--- src/rtl/mem_dump_arbiter.sv ---
// Shares the single-port data RAM between the CPU MEM stage and a word-by-word dump engine.
// The CPU is frozen through MemStall while the dump streams every word out over valid/ready.
module mem_dump_arbiter #(
  parameter int DEPTH = 512,
  parameter int IDX_W = 9
) (
  input  logic             CLOCK,
  input  logic             RESET,
  input  logic [31:0]      CpuAddr_M,
  input  logic             CpuReadEN_M,
  input  logic             CpuWriteEN_M,
  input  logic [31:0]      CpuWriteData_M,
  output logic [31:0]      CpuReadData_M,
  output logic             MemStall,
  output logic [IDX_W-1:0] RamIndex,
  output logic             RamWriteEN,
  output logic [31:0]      RamWriteData,
  input  logic [31:0]      RamReadData,
  input  logic             DumpReq,
  output logic             DumpValid,
  input  logic             DumpReady,
  output logic [31:0]      DumpData,
  output logic [IDX_W-1:0] DumpIndex,
  output logic             DumpDone
);

  localparam logic [1:0] S_IDLE  = 2'd0;
  localparam logic [1:0] S_DRAIN = 2'd1;
  localparam logic [1:0] S_DUMP  = 2'd2;
  localparam logic [1:0] S_DONE  = 2'd3;

  // Pointer is one bit wider than the index so "all words loaded" differs from word 0.
  localparam logic [IDX_W:0] PTR_END = (IDX_W+1)'(DEPTH);
  localparam logic [IDX_W:0] PTR_ONE = (IDX_W+1)'(1);

  logic [1:0]       r_state;
  logic [IDX_W:0]   r_ptr;
  logic             r_dump_vld;
  logic [31:0]      r_dump_dat;
  logic [IDX_W-1:0] r_dump_idx;
  logic [31:0]      r_cpu_rd;

  logic w_cpu_owns;
  logic w_pop;
  logic w_load;
  logic w_last;
  logic w_unused_addr_bits;

  assign w_unused_addr_bits = ^{CpuAddr_M[31:IDX_W+2], CpuAddr_M[1:0]};

  assign w_cpu_owns = (r_state == S_IDLE) || (r_state == S_DRAIN);
  assign w_pop      = r_dump_vld && DumpReady;
  assign w_last     = (r_ptr == PTR_END);
  assign w_load     = (r_state == S_DUMP) && (!r_dump_vld || DumpReady) && !w_last;

  always_comb begin
    RamIndex      = w_cpu_owns ? CpuAddr_M[IDX_W+1:2] : r_ptr[IDX_W-1:0];
    RamWriteEN    = w_cpu_owns && CpuWriteEN_M;
    RamWriteData  = CpuWriteData_M;
    CpuReadData_M = w_cpu_owns ? RamReadData : r_cpu_rd;
    MemStall      = (r_state != S_IDLE);
    DumpDone      = (r_state == S_DONE);
    DumpValid     = r_dump_vld;
    DumpData      = r_dump_dat;
    DumpIndex     = r_dump_idx;
  end

  always_ff @(posedge CLOCK) begin
    if (RESET) begin
      r_state    <= S_IDLE;
      r_ptr      <= '0;
      r_dump_vld <= 1'b0;
      r_dump_dat <= '0;
      r_dump_idx <= '0;
      r_cpu_rd   <= '0;
    end else begin
      // Keeps the last completed load visible to the frozen pipeline.
      if (w_cpu_owns && CpuReadEN_M) begin
        r_cpu_rd <= RamReadData;
      end
      case (r_state)
        S_IDLE: begin
          if (DumpReq) begin
            r_state <= S_DRAIN;
          end
        end
        S_DRAIN: begin
          r_state <= S_DUMP;
        end
        S_DUMP: begin
          if (w_pop && w_last) begin
            r_dump_vld <= 1'b0;
            r_state    <= S_DONE;
          end else if (w_load) begin
            r_dump_dat <= RamReadData;
            r_dump_idx <= r_ptr[IDX_W-1:0];
            r_dump_vld <= 1'b1;
            r_ptr      <= r_ptr + PTR_ONE;
          end
        end
        default: begin
          r_ptr   <= '0;
          r_state <= S_IDLE;
        end
      endcase
    end
  end

endmodule
--- config.mk ---
export PLATFORM = sky130hd
export DESIGN_NAME = mem_dump_arbiter
export DESIGN_NICKNAME = d
export VERILOG_FILES = /design/src/rtl/mem_dump_arbiter.sv
export SDC_FILE = /design/constraint.sdc
export NUM_CORES = 1
export LEC_CHECK = 0
export CAP_MARGIN = 20
export CORE_AREA = 2 2 100 102
export CTS_BUF_LIST = sky130_fd_sc_hd__clkbuf_4 sky130_fd_sc_hd__clkbuf_8
export CTS_CLUSTER_DIAMETER = 150
export DETAILED_ROUTE_END_ITERATION = 8
export DIE_AREA = 0 0 102 104
export GPL_TIMING_DRIVEN = 0
export HOLD_SLACK_MARGIN = 0.1
export PLACE_DENSITY = 0.95
export RECOVER_POWER = 100
export SYNTH_ARGS = -nofsm -noshare
export SYNTH_HDL_FRONTEND = slang
export SYNTH_SLANG_ARGS = --single-unit
--- constraint.sdc ---
create_clock -name CLOCK -period 4.9 [get_ports CLOCK]
set_input_delay 0.98 -clock CLOCK [delete_from_list [all_inputs] [get_ports CLOCK]]
set_output_delay 0.98 -clock CLOCK [all_outputs]
set_load 0.01 [all_outputs]
# Word-level counts from Yosys, hierarchy flattened
# Index checks and enable logic that the tools add are counted.
[totals]
out_inout_bits = 118
elab_cells = 45
ff_bits = 86
input_bits = 102
[op_classes]
add_sub_neg = 1
n_eq_ne = 8
n_mux = 10
bitwise_logic = 2
reduce_logical = 18
[ops]
columns = ["op", "n"]
rows = [
  ["32-bit two-way mux", 1],
  ["10-bit two-way mux", 2],
  ["10-bit one-hot mux with 2 select lines", 1],
  ["10-bit by 1-bit adder with 10-bit output (second input constant)", 1],
  ["10-bit equality test (second input constant)", 1],
  ["9-bit two-way mux", 1],
  ["1-bit logical AND", 6],
  ["2-bit != test (second input constant)", 3],
  ["2-bit one-hot mux with 3 select lines", 1],
  ["3-bit AND reduction", 2],
  ["2-bit equality test (second input constant)", 2],
  ["2-bit two-way mux", 2],
  ["2-bit AND reduction", 2],
  ["2-bit nonzero test", 2],
  ["2-bit by 1-bit equality test with 1-bit output (second input constant)", 1],
  ["1-bit logical NOT", 2],
  ["2-bit logical NOT", 1],
  ["1-bit logical OR", 2],
  ["1-bit two-way mux", 2],
  ["2-bit by 1-bit != test with 1-bit output (second input constant)", 1],
  ["1-bit NOT", 2],
  ["2-bit OR reduction", 1],
]

# Logic depth before layout (Yosys ltp)
# Gate-level depths: netlist of the first run.
[logic_depth]
word_depth = 7
mapped_depth = 9
mapped_depth_nobuf = 7

# Worst setup path after synthesis of the first run
# OpenSTA, ideal clock, no wires.
[synth_timing]
path_kind = "register to output"
from = "register r_state[0]"
to = "output RamIndex[1]"
required_time_ns = 3.920
arrival_ns = 1.608
path_stages_with_launch = 7
path_slack_ns = 2.312
path_cell_list = "dfxtp_1 > inv_1 > ha_1 > or2_2 > clkbuf_1 > clkbuf_1 > o21ai_0"
[synth_via]
elab_chain_len = 3
elab_cells_between_ends = 4
classes_between = "1 x eq/ne; 1 x mux; 2 x reduce/logical"
[synth_rtl]
columns = ["item", "line_no", "rtl"]
rows = [
  ["start: declaration", "36", "logic [1:0] r_state;"],
  ["start signal: assignment", "70", "r_state <= S_IDLE;"],
  ["start signal: assignment", "84", "r_state <= S_DRAIN;"],
  ["start signal: assignment", "88", "r_state <= S_DUMP;"],
  ["2-bit by 1-bit equality test with 1-bit output / 2-bit logical NOT (equally long branches)", "51", "assign w_cpu_owns = (r_state == S_IDLE) || (r_state == S_DRAIN);"],
  ["1-bit logical OR *", "51", ""],
  ["9-bit two-way mux *", "57", "RamIndex = w_cpu_owns ? CpuAddr_M[IDX_W+1:2] : r_ptr[IDX_W-1:0];"],
  ["end: declaration", "15", "output logic [IDX_W-1:0] RamIndex,"],
]
# Mark *: on every way between the ends. The rest lies on a longest branch, timed or not.

# Final worst setup path of the first run
[layout_timing]
from = "register r_state[0]"
to = "output RamIndex[7]"
# The elaborated chain is that of the path after synthesis.

==> flow_metrics.env, run 1 <==
export IMPL_cts_hold_buf=0
export IMPL_hold_start="DumpIndex[5]"
export IMPL_reg2reg_setup_slack_ns=2.40
export IMPL_synthMuxAreaShare_pct=0.4866
export IMPL_remaining_drc_errors=0
export IMPL_hold_viol=0
export IMPL_status="completed"
export IMPL_ant_nets=0
export IMPL_p_per_area_nw_per_um2=479.9
export IMPL_synth_ff_latch_count=86
export IMPL_synth_simple_gate_area_share_pct=30.41
export IMPL_worstPathRequired_ns=3.92
export IMPL_drive_above_1_share_pct=7.339
export IMPL_crit_reg2reg_capture="DumpData[10]"
export IMPL_area_growth_pct=49.12
export IMPL_std_cell_rows=36
export IMPL_clk_latency_ns=0.35
export IMPL_cts_root_buf="clkbuf_8"
export IMPL_skew_ns=0.01038
export IMPL_cap_violations=0
export IMPL_grt_use_total_pct=23.02
export IMPL_rsz0062_at_grt="no"
export IMPL_vias=4455
export IMPL_gp_congestion=0.9321
export IMPL_p_leak_nw=2.642
export IMPL_cts_resized=0
export IMPL_yosysSeqAreaShare_pct=41.85
export IMPL_synth_top_family_by_area="simple AND/OR/NAND/NOR gates"
export IMPL_syn_avg_cell_area_sq_um=7.032
export IMPL_relSlewSlack_pct=58.03
export IMPL_io_pins=220
export IMPL_cp_data_arrival_time_ns=2.93
export IMPL_wl_per_cell_microns=13.77
export IMPL_synthCells=585
export IMPL_gr_total_overflow=0
export IMPL_synthArstFlopShare_pct=0
export IMPL_placedCellCount=881
export IMPL_synthFlopType="dfxtp_1"
export IMPL_htree_num_levels=3
export IMPL_core_area_sq_um=9549
export IMPL_maxSlewViolCount=0
export IMPL_synth_warnings=0
export IMPL_antenna_found_initial=0
export IMPL_clockBufferDepth=2
export IMPL_wl_microns=12340
export IMPL_port_buffers=163
export IMPL_die_x_microns=102
export IMPL_ys_top_cells_by_area="dfxtp_1 42%, nand2_1 24%, a21oi_1 9.6%, buf_4 6.6%, clkbuf_1 2.6%"
export IMPL_synth_top_area_cell="dfxtp_1"
export IMPL_drt_vias_per_instance=4.972
export IMPL_crit_path_start_kind="flop"
export IMPL_postCtsSetupBuffers=0
export IMPL_die_h_microns=104
export IMPL_diodes=0
export IMPL_numClockSinks=86
export IMPL_start_util_pct=43.08
export IMPL_synth_top_area_share_pct=41.85
export IMPL_hold_end="DumpIndex[5]"
export IMPL_finalCriticalPeriod_ns=3.906
export IMPL_rr_startpoint="r_ptr[6]"
export IMPL_cp_max_fo=10
export IMPL_clkTransAtPathRegs_ns=0.09
export IMPL_fin_crit_sh_pct=79.71
export IMPL_dr_first_iter_drc_count=254
export IMPL_holdPathStages=2
export IMPL_grt_pass1_vias=4038
export IMPL_syn_nets=694
export IMPL_power_mw=2.944
export IMPL_cts_tree="yes"
export IMPL_ir_worst_vdd_mv=0.2905
export IMPL_synth_edff_count=0
export IMPL_fin_setup_tns_ns=0
export IMPL_tightestPinTransition_ns=0.6272
export IMPL_synth_distinct_cells=40
export IMPL_synth_cell_area_sq_um=4114
export IMPL_instances_no_fill=896
export IMPL_die_area_sq_um=10610
export IMPL_synthAdderAreaFrac_pct=2.129
export IMPL_hp_class="flop to flop"
export IMPL_cts_buffers=9
export IMPL_yosys_top_cells_count="266 x nand2_1, 86 x dfxtp_1, 79 x a21oi_1, 36 x buf_4, 28 x clkbuf_1"
export IMPL_synth_compound_area_share_pct=13.78
export IMPL_nets=868
export IMPL_place_hpwl_microns=8961
export IMPL_end_kind="primary output"
export IMPL_drt_pass1_iter_count=5
export IMPL_grt_first_pass_wirelength_microns=19800
export IMPL_setup_viol=0
export IMPL_synth_xor_area_share_pct=0
export IMPL_path_class="flop to primary output"
export IMPL_post_synth_top_count_cell="nand2_1"
export IMPL_grt_max_degree=15
export IMPL_max_freq_ghz=0.2560
export IMPL_r2r_cells=6
-- state kept, by name, summed over array words and instances (netlist names) --
name,cells
DumpData,32
r_cpu_rd,32
DumpIndex,9
DumpValid,1
r_ptr,10
r_state,2
-- routing by layer --
metal,global-route usage (%),routed length (microns)
met1,29.90,5155
met2,38.77,6112
met3,4.503,905
met4,6.095,165
met5,0,0
-- worst max path at each step --
stage                from  depth (start not counted)  slack, ns           to
6_report       r_state[0]                          7       0.99  RamIndex[7]
5_1_grt        r_state[0]                          7       0.79  RamIndex[3]
4_1_cts        r_state[0]                          7       1.06  RamIndex[7]
3_5_place_dp   r_state[0]                          7       1.45  RamIndex[7]
3_3_place_gp   r_state[0]                          7       1.45  RamIndex[7]
2_1_floorplan  r_state[0]                          6       2.31  RamIndex[1]
-- placed cells by master (no fill, tap or decap), drive strengths merged, types with 7 or more instances in the layout --
cell type / count
a21oi: 80
buf: 37
clkbuf: 45
clkdlybuf4s50: 45
dfxtp: 86
dlygate4sd3: 118
ha: 7
inv: 8
nand2: 267
nor2: 8
o21ai: 8
-- critical path, cell delays in order, from the launching register on --
cell and delay (ns):
dfxtp_1 0.43, inv_1 0.09, ha_1 0.23, nor2_1 0.49, clkbuf_1 0.48, nand2_1 0.12, nand2_1 0.10, dlygate4sd3_1 0.61
-- stage by stage --
stage	setup WS [ns]	utilization (%)	hold slack (ns)	area, sq um
2_1_floorplan	2.312	-	0.4366	4114
3_3_place_gp	1.446	61.91	0.4411	5912
3_5_place_dp	1.450	61.91	0.4467	5912
4_1_cts	1.057	64.66	0.4592	6175
5_1_grt	0.7912	64.24	0.4758	6135
6_report	0.9943	64.24	0.4546	6135
-- cell type report --
class	instances	area, sq um
Buffer	72	409.1
Clock buffer	10	131.4
Clock inverter	5	131.4
Fill cell	887	3415
Inverter	7	26.28
Multi-Input combinational cell	420	1917
Sequential cell	86	1722
Tap cell	133	166.4
Timing Repair Buffer	163	1632
-- power by group --
group | total [mW] | internal, mW | leakage (nW) | switching (mW)
clock | 0.656 | 0.397 | 0.132 | 0.259
sequential | 0.877 | 0.812 | 0.700 | 0.0644
combinational | 1.41 | 0.579 | 1.81 | 0.832
-- kinds of logic after synthesis --
| family | count (synthesis) |
|---|---|
| simple gates | 307 |
| compound gates | 104 |
| flops | 86 |
| buf+inv | 79 |
| fa+ha+maj | 7 |
| mux | 2 |
Power figures use the tool's default switching activity.
==> inputs of run 2 (changes only) <==
--- a/config.mk
+++ b/config.mk
@@ -6,14 +6,14 @@
 export NUM_CORES = 1
 export LEC_CHECK = 0
 export CAP_MARGIN = 20
-export CORE_AREA = 2 2 100 102
+export CORE_AREA = 2 2 109 111
 export CTS_BUF_LIST = sky130_fd_sc_hd__clkbuf_4 sky130_fd_sc_hd__clkbuf_8
 export CTS_CLUSTER_DIAMETER = 150
 export DETAILED_ROUTE_END_ITERATION = 8
-export DIE_AREA = 0 0 102 104
+export DIE_AREA = 0 0 111 113
 export GPL_TIMING_DRIVEN = 0
 export HOLD_SLACK_MARGIN = 0.1
-export PLACE_DENSITY = 0.95
+export PLACE_DENSITY = 0.88
 export RECOVER_POWER = 100
 export SYNTH_ARGS = -nofsm -noshare
 export SYNTH_HDL_FRONTEND = slang
==> constraint.sdc (replaced) <==
create_clock -name CLOCK -period 3.37 [get_ports CLOCK]
set_input_delay 0.674 -clock CLOCK [delete_from_list [all_inputs] [get_ports CLOCK]]
set_output_delay 0.674 -clock CLOCK [all_outputs]
set_load 0.01 [all_outputs]
==> run 2 against run 1 <==
Compared with the run above:
- flip-flop and latch count is the same
- sequential power grew 45%
- critical path type unchanged
- non-clock buffer count shrank 1
- global-route usage shrank 3.5 points
- worst setup slack lost 0.84 ns
==> flow_metrics.env, run 2 (synthesis results as in run 1) <==
export IMPL_status="completed"
export IMPL_drt_pass1_iter_count=5
export IMPL_remaining_drc_errors=0
export IMPL_power_mw=4.122
export IMPL_holdPathStages=2
export IMPL_drive_above_1_share_pct=8.781
export IMPL_path_class="flop to primary output"
export IMPL_gp_congestion=0.8229
export IMPL_port_buffers=163
export IMPL_crit_path_start_kind="flop"
export IMPL_cts_root_buf="clkbuf_8"
export IMPL_clkTransAtPathRegs_ns=0.08
export IMPL_instances_no_fill=906
export IMPL_wl_microns=12560
export IMPL_ir_worst_vdd_mv=0.4036
export IMPL_cts_buffers=9
export IMPL_place_hpwl_microns=9246
export IMPL_cts_tree="yes"
export IMPL_fin_crit_sh_pct=95.37
export IMPL_hold_viol=0
export IMPL_reg2reg_setup_slack_ns=0.86
export IMPL_cp_data_arrival_time_ns=2.54
export IMPL_placedCellCount=891
export IMPL_hp_class="flop to flop"
export IMPL_r2r_cells=6
export IMPL_grt_max_degree=14
export IMPL_die_h_microns=113
export IMPL_gr_total_overflow=0
export IMPL_clockBufferDepth=2
export IMPL_grt_use_total_pct=19.49
export IMPL_worstPathRequired_ns=2.70
export IMPL_area_growth_pct=48.02
export IMPL_core_area_sq_um=11270
export IMPL_nets=867
export IMPL_htree_num_levels=3
export IMPL_final_common_cell="nand2_1"
export IMPL_hold_start="DumpData[3]"
export IMPL_end_kind="primary output"
export IMPL_relSlewSlack_pct=62.44
export IMPL_vias=4363
export IMPL_numClockSinks=86
export IMPL_start_util_pct=36.50
export IMPL_diodes=0
export IMPL_setup_viol=0
export IMPL_antenna_found_initial=0
export IMPL_p_leak_nw=2.597
export IMPL_cp_max_fo=10
export IMPL_tightestPinTransition_ns=0.5634
export IMPL_drt_vias_per_instance=4.816
export IMPL_grt_pass1_vias=4049
export IMPL_fin_setup_tns_ns=0
export IMPL_p_per_area_nw_per_um2=676.8
export IMPL_setup_ws_ns=0.1562
export IMPL_skew_ns=0.009571
export IMPL_dpl_worst_slack_ns=0.2101
export IMPL_cts_hold_buf=0
export IMPL_ant_nets=0
export IMPL_clk_latency_ns=0.36
export IMPL_hold_slack_ns=0.4532
export IMPL_die_area_sq_um=12540
export IMPL_io_pins=220
export IMPL_crit_reg2reg_capture="DumpData[21]"
export IMPL_max_freq_ghz=0.3112
export IMPL_std_cell_rows=39
export IMPL_final_cell_mix="267 x nand2_1, 86 x dfxtp_1, 86 x dlygate4sd3_1"
export IMPL_maxSlewViolCount=0
export IMPL_rsz0062_at_grt="no"
export IMPL_cap_violations=0
export IMPL_dr_first_iter_drc_count=198
export IMPL_hold_end="DumpData[3]"
export IMPL_rr_startpoint="r_ptr[6]"
export IMPL_wl_per_cell_microns=13.86
export IMPL_finalCriticalPeriod_ns=3.214
export IMPL_die_x_microns=111
export IMPL_grt_first_pass_wirelength_microns=19980
-- run 2: changes by cell type in the layout (fill, tap and decap cells not counted), moves of 2 or more --
cell,before,now
clkdlybuf4s50_1,45,77
dlygate4sd3_1,118,86
clkbuf_1,35,26
clkbuf_2,0,5
bufinv_16,4,0
clkinv_2,0,3
buf_6,2,4
clkbuf_4,1,3
-- run 2: metal layers --
metal	GRT usage (%)	wire length, microns
met3	4.017	903
met5	0	0
met1	24.03	5388
met2	32.88	5893
met4	9.083	376
-- run 2: worst max path at each step --
stage | slack, ns | from | cells past startpoint | end
after global routing | 0.02 | r_state[0] | 6 | RamIndex[0]
final | 0.16 | r_state[0] | 7 | CpuReadData_M[17]
after global placement | 0.20 | r_state[0] | 7 | RamIndex[3]
after detailed placement | 0.21 | r_state[0] | 7 | RamIndex[3]
after CTS | 0.003 | r_state[0] | 7 | RamIndex[3]
after floorplan | 1.09 | r_state[0] | 6 | RamIndex[1]
-- run 2: critical path, cell delays in order (launching register included) --
cell           delay (ns)
dfxtp_1              0.42
inv_1                0.09
ha_1                 0.25
nor2_4               0.23
clkbuf_1             0.43
nand2_1              0.10
nand2_1              0.07
dlygate4sd3_1        0.60
-- run 2: final cells by class --
cell class / count / area, sq um
plain buffers: 71 / 430.4
clock buffers: 12 / 152.6
clock inverters: 4 / 22.52
fillers: 1065 / 5182
inverters: 7 / 26.28
multi-input cells: 420 / 1926
flip-flops and latches: 86 / 1722
well taps: 143 / 178.9
repair buffers: 163 / 1632
-- run 2: timing repair --
action	4_1_cts	5_1_grt
pin swaps	0	0
setup endpoints to repair	40	41
gates resized for setup	6	3
endpoints found under the hold margin	0	0
buffers inserted	0	0
-- run 2: report_power, final --
part,switching (mW),internal [mW]
clock network,0.369,0.301
logic,1.23,0.945
registers,0.0898,1.18
total,1.69,2.43
-- run 2: through the flow --
| step | utilization [%] | area, sq um |
|---|---|---|
| 2_1_floorplan | - | 4114 |
| 3_3_place_gp | 52.56 | 5924 |
| 3_5_place_dp | 52.56 | 5924 |
| 4_1_cts | 54.20 | 6110 |
| 5_1_grt | 54.02 | 6090 |
| 6_report | 54.02 | 6090 |
==> edit 1: new RTL, settings of run 2 <==
Reset style: asynchronous (`RESET`), changed in one clocked block.
--- a/src/rtl/mem_dump_arbiter.sv
+++ b/src/rtl/mem_dump_arbiter.sv
@@ -66,5 +66,5 @@
   end
 
-  always_ff @(posedge CLOCK) begin
+  always_ff @(posedge CLOCK or posedge RESET) begin
     if (RESET) begin
       r_state    <= S_IDLE;
Behaviour: differs if RESET is asserted again (counterexample within 4 cycles, from zero or initial values and one cycle with RESET high); with RESET held inactive, the same outputs for 10 cycles.
==> edit 1 against run 2 <==
The run now ends with capacitance limit, slew limit left. Routed wire length is 9.0% lower. Total power is 41% higher. First-iteration DRC count is 39% lower. Sequential cell count stayed put. Clock power is 22% higher. Setup slack worse by 9.8 ps. Synthesized cell count is 30% lower. Area after synthesis is 4.4% higher. Cell area is 3.6% higher. Via count is 19% lower. Utilization is 1.9 points higher. Sequential power is 34% higher. Maximum frequency is 0.30% lower. Critical path type unchanged.
==> edit 1: results (changes against run 2) <==
Detailed routing
The number of DRC markers in iteration 0 is 120 (was 198). The aggregate routed wire length is 11.43 mm (was 12.56 mm). The total iterations of the first detailed-routing run is 4 (was 5).

The detailed-route vias per instance came to 4.868 (was 4.816).

Synthesis
Commonest cells in the netlist: 123 x sky130_fd_sc_hd__nand2_1, 86 x sky130_fd_sc_hd__dfrtp_1, 65 x sky130_fd_sc_hd__mux2_2, 36 x sky130_fd_sc_hd__buf_4, 9 x sky130_fd_sc_hd__inv_1 (was 266 x sky130_fd_sc_hd__nand2_1, 86 x sky130_fd_sc_hd__dfxtp_1, 79 x sky130_fd_sc_hd__a21oi_1, 36 x sky130_fd_sc_hd__buf_4, 28 x sky130_fd_sc_hd__clkbuf_1). The sequential element share of the synthesized area is 0.5012 (was 0.4185). The net count after synthesis was 515 (was 694). The multiplexer share of the synthesized area is 0.1984 (was 0.004866).

The complex-gate fraction of the synthesized area is 0.04866 (was 0.1378). The post-synthesis async set-or-reset flop share was 1.000 (was 0). The number of distinct standard cells referenced by the synthesized netlist was 41 (was 40).

Worst setup path
The worst-path maximum fanout is 20 (was 10). The largest stage delay on the critical path is 620 ps (was 600 ps). The arrival time of data at the critical path endpoint is 2550 ps (was 2540 ps).

Global route
The global-route track usage on met3 was 0.06374 (was 0.04017). The met1 track demand over resource is 0.2028 (was 0.2403). The met2 layer usage reported by global route is 0.3157 (was 0.3288). The total global routing track utilization is 0.1774 (was 0.1949). The pin count of the biggest net entering global routing is 69 (was 14). The global-route wire length before repair was 17.83 mm (was 19.98 mm).

The number of global-route vias before repair is 3521 (was 4049).

Placement
The count of port buffers added during placement is 164 (was 163). The standard cell area after detailed placement is 6145 um^2 (was 5924 um^2). The detailed-placement wirelength estimate is 8.449 mm (was 9.246 mm). The post-place setup slack is -62.92 ps (was 210.1 ps).

Worst hold path
The number of instances on the worst hold path is 1 (was 2).

Outcome
Result of the run: finished, violations left (was completed). The checks that failed: capacitance limit, slew limit.

Flow run
The number of maximum-capacitance constraint violations is 1 (was 0).

Timing
The final-report max-slew violation count was 69 (was 0). The worst-margin pin slew is 1550 ps (was 563.4 ps).

Layout
The number of nets in the layout was 689 (was 867).
edit 1: final timing paths:
kind / start / end / slack, ps
max reg2reg: r_state[0] / DumpData[2] / 640
min in group asynchronous: RESET / DumpData[5] / 870
min: DumpData[26] / DumpData[26] / 500
max: r_state[0] / RamIndex[3] / 150
min reg2reg: DumpData[26] / DumpData[26] / 500
max in group asynchronous: RESET / r_ptr[5] / 530
edit 1: layout make-up:
type | instances | area share
sequential | 86 | 0.3412
buffer | 51 | 0.05197
clock inverter | 4 | 0.01111
tap | 143 | 0.02837
multi-input combinational | 259 | 0.2765
timing repair buffer | 165 | 0.2611
inverter | 9 | 0.005554
clock buffer | 12 | 0.02420
edit 1: cell families (layout without fill, tap and decap cells):
family	Yosys count	in the layout
compound gates	28	28
simple gates	150	150
fa+ha+maj	6	6
flops	86	86
buf+inv	62	241
mux	75	75
edit 1: stage by stage:
step | power (uW) | hold slack [ps] | instances | util
CTS | 6061 | 510.4 | 729 | 0.5655
global route | 6212 | 514.2 | 729 | 0.5596
floorplan | 3490 | 479.2 | 407 | -
detailed placement | 5208 | 492.2 | 715 | 0.5451
finish | 5831 | 497.2 | 729 | 0.5596
global placement | 5081 | 482.0 | 714 | 0.5425
edit 1: what timing repair did:
action                     4_1_cts  5_1_grt
pin swaps                        0        0
setup endpoints to repair       42       40
gates resized for setup          8        6
edit 1: per-layer routing:
metal,part of all wire,up-vias
li1,-,1668
met1,0.39,1720
met2,0.51,150
met3,0.085,11
met4,0.0093,0
met5,0,-
edit 1: power by group:
part	switching (uW)	total (uW)	internal (uW)
combinational	1580	3310	1730
sequential	233	1700	1470
clock	364	817	453
==> edit 2: new RTL, config.mk and constraints of run 2 <==
Made on the original files. The parameter `IDX_W` goes from 9 to 8.
--- a/src/rtl/mem_dump_arbiter.sv
+++ b/src/rtl/mem_dump_arbiter.sv
@@ -3,5 +3,5 @@
 module mem_dump_arbiter #(
   parameter int DEPTH = 512,
-  parameter int IDX_W = 9
+  parameter int IDX_W = 8
 ) (
   input  logic             CLOCK,
Ports: changed (resized DumpIndex and RamIndex); port bits go from 220 to 218. The function was not compared with the original's and may differ.
==> edit 2 against run 2 <==
Area after synthesis down 5.1%. Sequential power down 13%. Cell area fell by 3.3%. Setup slack improved by 28 ps. Sequential cell count down 2. Sequential share of layout area increased by 0.29 points. Cell count decreased by 3.5%. Total power shrank 23%. Routed wire length is 5.4% lower. Hold slack hardly changed. Largest power group unchanged.
==> edit 2: results (changes against run 2) <==
Timing
The worst-margin pin slew is 894.9 ps (was 563.4 ps). The largest clock skew in the final design is 12.32 ps (was 9.571 ps). The final critical-path share of the clock period is 0.9454 (was 0.9537).

Worst setup path
The destination of the critical timing path is CpuReadData_M[21] (was CpuReadData_M[17]). The critical path endpoint category is an output pin (unchanged). The worst reg2reg path endpoint is DumpData[29] (was DumpData[21]). The arrival time of data at the critical path endpoint is 2510 ps (was 2540 ps). The worst reg-to-reg setup slack is 920 ps (was 860 ps). The cell depth of the worst flop-to-flop path is 7 (was 6). The startpoint of the worst-slack reg-to-reg timing path is r_ptr[0] (was r_ptr[6]).

Placement
The post-place setup slack is 117.5 ps (was 210.1 ps). The final weighted congestion in routability-driven placement is 0.9026 (was 0.8229). The count of port buffers added during placement is 160 (was 163).

Layout
The number of nets in the layout is 834 (was 867). The count of fill cells added during filler insertion is 1108 (was 1065).

Synthesis
The net count after synthesis is 664 (was 694). The sequential element share of the synthesized area came to 0.4309 (was 0.4185). The number of distinct standard cells referenced by the synthesized netlist is 37 (was 40).

Power and ir drop
The leakage power came to 0.002465 uW (was 0.002597 uW). The internal power is 2030 uW (was 2428 uW). The worst vdd rail ir drop is 0.0002456 V (was 0.0004036 V).

Detailed routing
The number of DRC markers in iteration 0 is 162 (was 198). The total via count after detailed routing came to 4153 (was 4363). The total iterations of the first detailed-routing run is 4 (was 5). The wire length per cell after detailed routing came to 13.60 um (was 13.86 um).

Global route
The number of global-route vias before repair came to 3845 (was 4049). The pin count of the biggest net entering global routing was 18 (was 14). The total global routing track utilization came to 0.1866 (was 0.1949). The global-route wire length before repair is 18.91 mm (was 19.98 mm).

Clocking
The clock latency on the worst-skew pair was 360 ps (about the same).

Worst hold path
The number of instances on the worst hold path is 2 (unchanged).

Outcome
Result of the run: completed (unchanged).
edit 2: changes by cell type after synthesis, sizes merged, moves of 4 or more:
cell,delta
a21oi,-5
nor2,-5
nand2,-5
a211oi,+4
edit 2: repair_timing:
item	in CTS	in global routing
endpoints found under the setup margin	30	31
cloned	0	0
gates resized for setup	4	6
edit 2: area by class of cell:
type                    count  area [um^2]  share of cell area
multi-input cells         397         1803              0.3063
clock buffers              10        137.6             0.02338
repair buffers            160         1602              0.2721
inverters                   8        30.03            0.005101
plain buffers              66        390.4             0.06631
clock inverters             6        63.81             0.01084
flip-flops and latches     84         1682              0.2857
well taps                 143        178.9             0.03039
edit 2: logic make-up (layout without fill, tap and decap cells):
| logic type | Yosys count | after routing | share of synthesized area |
|---|---|---|---|
| flip-flops | 84 | 84 | 0.4309 |
| buffers and inverters | 75 | 250 | 0.1061 |
| AND/OR/NAND/NOR | 289 | 289 | 0.2950 |
| adder cells (fa/ha/maj) | 6 | 6 | 0.01924 |
| multiplexers | 2 | 2 | 0.005130 |
| AO/OA/AOI/OAI | 100 | 100 | 0.1436 |
edit 2: stage by stage:
| step | cells | hold slack (ps) | power [uW] | util | area, um^2 |
|---|---|---|---|---|---|
| 2_1_floorplan | 556 | 436.6 | 1803 | - | 3902 |
| 3_3_place_gp | 859 | 441.8 | 2463 | 0.5042 | 5683 |
| 3_5_place_dp | 859 | 446.8 | 2482 | 0.5042 | 5683 |
| 4_1_cts | 874 | 458.8 | 3220 | 0.5221 | 5886 |
| 5_1_grt | 874 | 474.2 | 3370 | 0.5223 | 5887 |
| 6_report | 874 | 453.2 | 3161 | 0.5223 | 5887 |
edit 2: power by group through the flow:
stage	combinational [uW]	sequential (uW)	clock, uW
final	1330	1100	734
after global routing	1470	1110	795
after floorplan	688	1110	0
after global placement	1340	1120	0
after CTS	1370	1100	753
after detailed placement	1360	1120	0
edit 2: layer usage:
metal  track usage  part of all wire  vias up  wire length, um
li1              -                 -     2095                -
met1        0.2264              0.44     1898             5227
met2        0.3178              0.47      149             5633
met3       0.05892             0.075       11              893
met4       0.05833             0.011        0              129
met5             0                 0        -                0
edit 2: critical path, cell delays in order (launching register included):
cell                              delay (ps)
sky130_fd_sc_hd__dfxtp_1                 400
sky130_fd_sc_hd__inv_1                    80
sky130_fd_sc_hd__ha_1                    220
sky130_fd_sc_hd__nor2_1                  230
sky130_fd_sc_hd__clkbuf_4                280
sky130_fd_sc_hd__buf_2                   250
sky130_fd_sc_hd__nand2_1                  80
sky130_fd_sc_hd__nand2_1                  80
sky130_fd_sc_hd__clkdlybuf4s50_1         540
